==> config.mk <==
export PLATFORM = sky130hd
export DESIGN_NAME = counter_sweep_ctrl
export DESIGN_NICKNAME = d
export VERILOG_FILES = /design/src/rtl/counter_sweep_ctrl.sv
export SDC_FILE = /design/constraint.sdc
export NUM_CORES = 1
export LEC_CHECK = 0
export ABC_CLOCK_PERIOD_IN_PS = 2900
export CAP_MARGIN = 20
export CORE_MARGIN = 2
export CORE_UTILIZATION = 43
export DETAILED_ROUTE_END_ITERATION = 16
export PLACE_DENSITY = 0.75
export RECOVER_POWER = 50
export SLEW_MARGIN = 20
export SYNTH_ARGS = -nofsm -noshare
export SYNTH_HDL_FRONTEND = slang
export SYNTH_SLANG_ARGS = --single-unit
==> constraint.sdc <==
create_clock -name clk -period 2.9 [get_ports clk]
set_input_delay 0.29 -clock clk [delete_from_list [all_inputs] [get_ports clk]]
set_output_delay 0.29 -clock clk [all_outputs]
set_load 0.05 [all_outputs]
==> src/rtl/counter_sweep_ctrl.sv <==
// Ping-pong sweep sequencer for an external up/down counter: drives reset/enable/direction
// between latched lo/hi limits for a programmed number of passes, reporting busy/done/err.
module counter_sweep_ctrl #(
  parameter int WIDTH  = 8,
  parameter int PASS_W = 4
) (
  input  logic              clk,
  input  logic              rst,
  input  logic              start,
  input  logic              abort,
  input  logic [WIDTH-1:0]  lo,
  input  logic [WIDTH-1:0]  hi,
  input  logic [PASS_W-1:0] passes,
  input  logic [WIDTH-1:0]  counter_out,
  output logic              ctr_rst,
  output logic              ctr_enable,
  output logic              ctr_direction,
  output logic              busy,
  output logic              done,
  output logic              err,
  output logic [PASS_W-1:0] pass_cnt
);

  typedef enum logic [2:0] {
    S_IDLE,
    S_CLEAR,
    S_SEEK,
    S_UP,
    S_DOWN,
    S_DONE
  } state_t;

  state_t            r_state;
  state_t            w_next;
  logic [WIDTH-1:0]  r_lo;
  logic [WIDTH-1:0]  r_hi;
  logic [PASS_W-1:0] r_passes;
  logic [PASS_W-1:0] r_pass_cnt;
  logic              r_done;
  logic              r_err;

  logic              w_reject;
  logic              w_in_range;
  logic              w_busy;
  logic              w_fault;
  logic              w_err_set;
  logic              w_clr_cnt;
  logic              w_inc_cnt;
  logic [PASS_W-1:0] w_pass_nxt;

  assign w_reject   = (lo >= hi) || (passes == '0);
  assign w_in_range = (counter_out >= r_lo) && (counter_out <= r_hi);
  assign w_busy     = (r_state == S_CLEAR) || (r_state == S_SEEK) ||
                      (r_state == S_UP)    || (r_state == S_DOWN);
  assign w_pass_nxt = r_pass_cnt + PASS_W'(1);

  // NOTE: every signal driven here gets a default first so no path can infer a latch.
  always_comb begin
    w_next        = r_state;
    ctr_rst       = 1'b0;
    ctr_enable    = 1'b0;
    ctr_direction = 1'b0;
    w_fault       = 1'b0;
    w_err_set     = 1'b0;
    w_clr_cnt     = 1'b0;
    w_inc_cnt     = 1'b0;

    case (r_state)
      S_IDLE: begin
        if (start) begin
          if (w_reject) begin
            w_err_set = 1'b1;
          end else begin
            w_clr_cnt = 1'b1;
            w_next    = S_CLEAR;
          end
        end
      end
      S_CLEAR: begin
        ctr_rst = 1'b1;
        w_next  = S_SEEK;
      end
      S_SEEK: begin
        ctr_direction = 1'b1;
        ctr_enable    = (counter_out != r_lo);
        if (counter_out == r_lo)     w_next  = S_UP;
        else if (counter_out > r_lo) w_fault = 1'b1;
      end
      S_UP: begin
        ctr_direction = 1'b1;
        ctr_enable    = (counter_out != r_hi);
        if (!w_in_range)             w_fault = 1'b1;
        else if (counter_out == r_hi) w_next = S_DOWN;
      end
      S_DOWN: begin
        ctr_enable = (counter_out != r_lo);
        if (!w_in_range) begin
          w_fault = 1'b1;
        end else if (counter_out == r_lo) begin
          w_inc_cnt = 1'b1;
          w_next    = (w_pass_nxt == r_passes) ? S_DONE : S_UP;
        end
      end
      S_DONE:  w_next = S_IDLE;
      default: w_next = S_IDLE;
    endcase

    if (w_fault) w_next = S_IDLE;

    // Abort outranks a fault in the same cycle: the sweep just stops quietly.
    if (abort && w_busy) begin
      ctr_enable = 1'b0;
      w_fault    = 1'b0;
      w_inc_cnt  = 1'b0;
      w_next     = S_IDLE;
    end

    if (w_fault) w_err_set = 1'b1;
  end

  // NOTE: sequential state uses non-blocking assignments so all registers update together.
  always_ff @(posedge clk) begin
    if (rst) begin
      r_state    <= S_IDLE;
      r_lo       <= '0;
      r_hi       <= '0;
      r_passes   <= '0;
      r_pass_cnt <= '0;
      r_done     <= 1'b0;
      r_err      <= 1'b0;
    end else begin
      r_state <= w_next;
      if ((r_state == S_IDLE) && start) begin
        r_lo     <= lo;
        r_hi     <= hi;
        r_passes <= passes;
      end
      if (w_clr_cnt)      r_pass_cnt <= '0;
      else if (w_inc_cnt) r_pass_cnt <= w_pass_nxt;
      r_done <= (w_next == S_DONE);
      r_err  <= w_err_set;
    end
  end

  assign busy     = w_busy;
  assign done     = r_done;
  assign err      = r_err;
  assign pass_cnt = r_pass_cnt;

endmodule
==> impl_metrics.csv <==
group,metric,value,unit
synthesis,ys_ff_latch,29,
timing,setup_viol,0,
grt,grt-ovfl-total,0,
finish,antennaDiodeCount,0,
power,power,1.06,mW
power,peakVddDrop,0.217,mV
hold_path,hold_path_class,"reg -> reg",
synthesis,synth_area,1910,µm²
finish,drive_above_1_share,5.90,%
synthesis,synth_xor_area_share,3.22,%
synthesis,synth_top_family_by_area,"simple AND/OR/NAND/NOR gates",
clock_network,cts_tree,"done",
timing,rsz0062_at_grt,"no",
finish,final_common_cell,"nand2_1",
clock_network,numCtsBuffers,5,
grt,grt_max_degree,24,
placement,dp_slack,0.0654,ns
finish,postLayoutCellArea,2460,µm²
clock_network,clock_latency,0.28,ns
timing,slew_headroom,43.6,%
grt,antenna_found_initial,0,
routing,drt_first_pass_iters,4,
power,powerDensity,432,nW/µm²
placement,io_buffer_count,41,
placement,place_congestion,0.867,
clock_network,post-cts-setup-buffers,0,
clock_network,path_clk_slew,0.06,ns
timing,setup_tns,0,ns
grt,grt_pass1_vias,1732,
die,ios,42,
clock_network,cts.root.buffer_cell,"clkbuf_8",
routing,drt_wl_total,4290,µm
grt,grt_pass1_wl,7420,µm
synthesis,post_synth_and_or_nand_nor_area_fraction,22.2,%
run_status,status,"complete, no violations",
setup_path,crit_required,3.12,ns
setup_path,crit_type,"in -> reg",
placement,dp_hpwl,3420,µm
synthesis,netlist_instances,245,
die,die_x,70.6,µm
timing,skew,0.00196,ns
finish,nFillCells,418,
routing,via_per_inst,5.32,
clock_network,htreeDepth,2,
die,row_count,24,
clock_network,holdBufCountCts,0,
timing,fmax,386,MHz
routing,routedWlPerCell,12.6,µm
timing,drv_slew,0,
clock_network,cts_resized,0,
die,start_util,44.1,%
synthesis,muxShareOfSynthArea,0,%
timing,setup_ws,0.310,ns
job,maxCapViolCount,0,
clock_network,cts_sinks,29,
timing,finalWorstPathRequiredPeriod,2.59,ns
routing,antenna_left,0,
synthesis,synth.distinct_cells,39,
die,coreArea,4320,µm²
finish,mostFrequentLayoutCells,"nand2_1, clkdlybuf4s50_1, a21oi_1",
synthesis,syn_avg_cell_area,7.78,µm²
routing,drcViolationCount,0,
die,die-area,4980,µm²
routing,drt_iter0_markers,115,
timing,post-route-period-util,89.3,%
synthesis,synth-adder-area-share,16.9,%
finish,syn2layout_area_growth,29.1,%
timing,hold_viol_final,0,
setup_path,end_kind,"flop",
synthesis,synth_compound_area_share,20.2,%
timing,tightest_slew,0.846,ns
grt,groute.usage.overall,18.5,%
setup_path,worstSetupStartpointType,"input port",
power,p_leak,1.02,nW
placement,placed_cell_area,2380,µm²
synthesis,syn_nets,302,
clock_network,cts.path.max_buffers,2,
finish,nNetsFinal,344,
die,die_h,70.6,µm
setup_path,worst_ep_arrival_time,2.81,ns
synthesis,synth_warnings,0,
routing,via_count,1808,
synthesis,synth.yosys.seq_area_share,30.5,%
setup_path,critical_path.max_fanout,7,
-- kinds of logic (layout without fill, tap and decap cells) --
kind of cell | count (synthesis) | count (layout)
AOI/OAI and AO/OA | 63 | 63
xor gates and xnor gates | 7 | 7
adders and majority gates | 26 | 26
buffers and inverters | 35 | 78
DFF | 29 | 29
and+or+nand+nor | 85 | 85
-- path summary, 6_finish.rpt --
check	depth (start not counted)	to	slack (ns)	startpoint
max	8	pass_cnt[3]$_SDFFE_PP0P_	0.31	counter_out[7]
min	2	r_hi[7]$_SDFFE_PP0P_	0.46	r_hi[7]$_SDFFE_PP0P_
max reg2reg	8	pass_cnt[3]$_SDFFE_PP0P_	0.45	r_hi[6]$_SDFFE_PP0P_
min reg2reg	2	r_hi[7]$_SDFFE_PP0P_	0.46	r_hi[7]$_SDFFE_PP0P_
-- metrics by stage --
step                      hold WS (ns)  instances  utilization [%]
after floorplan                  0.359        245                -
after global placement           0.444        332             55.1
after detailed placement         0.451        332             55.1
after CTS                        0.460        340             57.1
after global routing             0.492        340             56.9
final                            0.459        340             56.9
-- cell type report --
type / count / area (µm²) / share of cell area (%)
Clock buffer: 5 / 68.8 / 2.80
Multi-Input combinational cell: 181 / 1190 / 48.4
Tap cell: 52 / 65.1 / 2.64
Clock inverter: 3 / 17.5 / 0.712
Timing Repair Buffer: 44 / 439 / 17.9
Inverter: 26 / 97.6 / 3.97
Sequential cell: 29 / 581 / 23.6
-- critical path, cell delays in order --
cell and delay [ns]:
clkdlybuf4s50_1 0.46, ha_1 0.37, nand4_2 0.11, nor2_2 0.21, a211oi_1 0.11, or4_1 0.60
or4_1 0.50, a21oi_1 0.15
-- registers in the layout, indices dropped and copies added (netlist names) --
| name | count |
|---|---|
| r_passes | 4 |
| err | 1 |
| pass_cnt | 4 |
| r_state | 3 |
| r_lo | 8 |
| done | 1 |
| r_hi | 8 |
-- synthesized netlist by cell type --
cell type / count / area [µm²]
clkbuf_1: 7 / 26.3
a31oi_1: 1 / 6.26
a211oi_1: 3 / 22.5
maj3_1: 1 / 10.0
nand2b_1: 2 / 12.5
a21o_1: 6 / 45.0
buf_2: 2 / 10.0
nand3_1: 3 / 15.0
a22oi_1: 1 / 7.51
o311ai_0: 1 / 8.76
o21ba_2: 1 / 10.0
o211a_1: 1 / 10.0
nand3b_1: 3 / 22.5
nand2_2: 1 / 6.26
nor2_2: 1 / 6.26
nor3_1: 1 / 5.00
dfxtp_1: 29 / 581
and2b_1: 1 / 7.51
o31ai_1: 2 / 15.0
or2_2: 1 / 6.26
a21oi_1: 35 / 175
a211o_1: 4 / 35.0
a21oi_2: 1 / 8.76
and4_1: 2 / 17.5
inv_1: 26 / 97.6
nor2_1: 5 / 18.8
nor4_1: 2 / 12.5
nor2b_1: 2 / 12.5
xor2_1: 2 / 17.5
o211ai_1: 2 / 15.0
xnor2_1: 5 / 43.8
nand4_1: 5 / 31.3
nor3b_1: 2 / 15.0
nand2_1: 46 / 173
nand4_2: 1 / 12.5
ha_1: 25 / 313
or4_1: 4 / 30.0
o21ai_0: 5 / 25.0
or3_1: 3 / 18.8
-- power by group --
| part | leakage (nW) | internal [mW] | total (mW) | switching, mW |
|---|---|---|---|---|
| logic | 0.738 | 0.132 | 0.295 | 0.163 |
| registers | 0.237 | 0.425 | 0.441 | 0.0163 |
| clock network | 0.0439 | 0.165 | 0.328 | 0.163 |
| total | 1.02 | 0.722 | 1.06 | 0.342 |
-- metal layers --
| metal | routed length, µm | share of wire [%] | GRT usage, % | up-vias |
|---|---|---|---|---|
| met5 | 0 | 0 | 0 | - |
| met4 | 92 | 2.1 | 8.60 | 0 |
| met3 | 147 | 3.4 | 3.56 | 8 |
| met2 | 1970 | 46 | 29.1 | 41 |
| met1 | 2080 | 48 | 24.5 | 822 |
| li1 | - | - | - | 937 |
(Power assumes the default switching activity.)
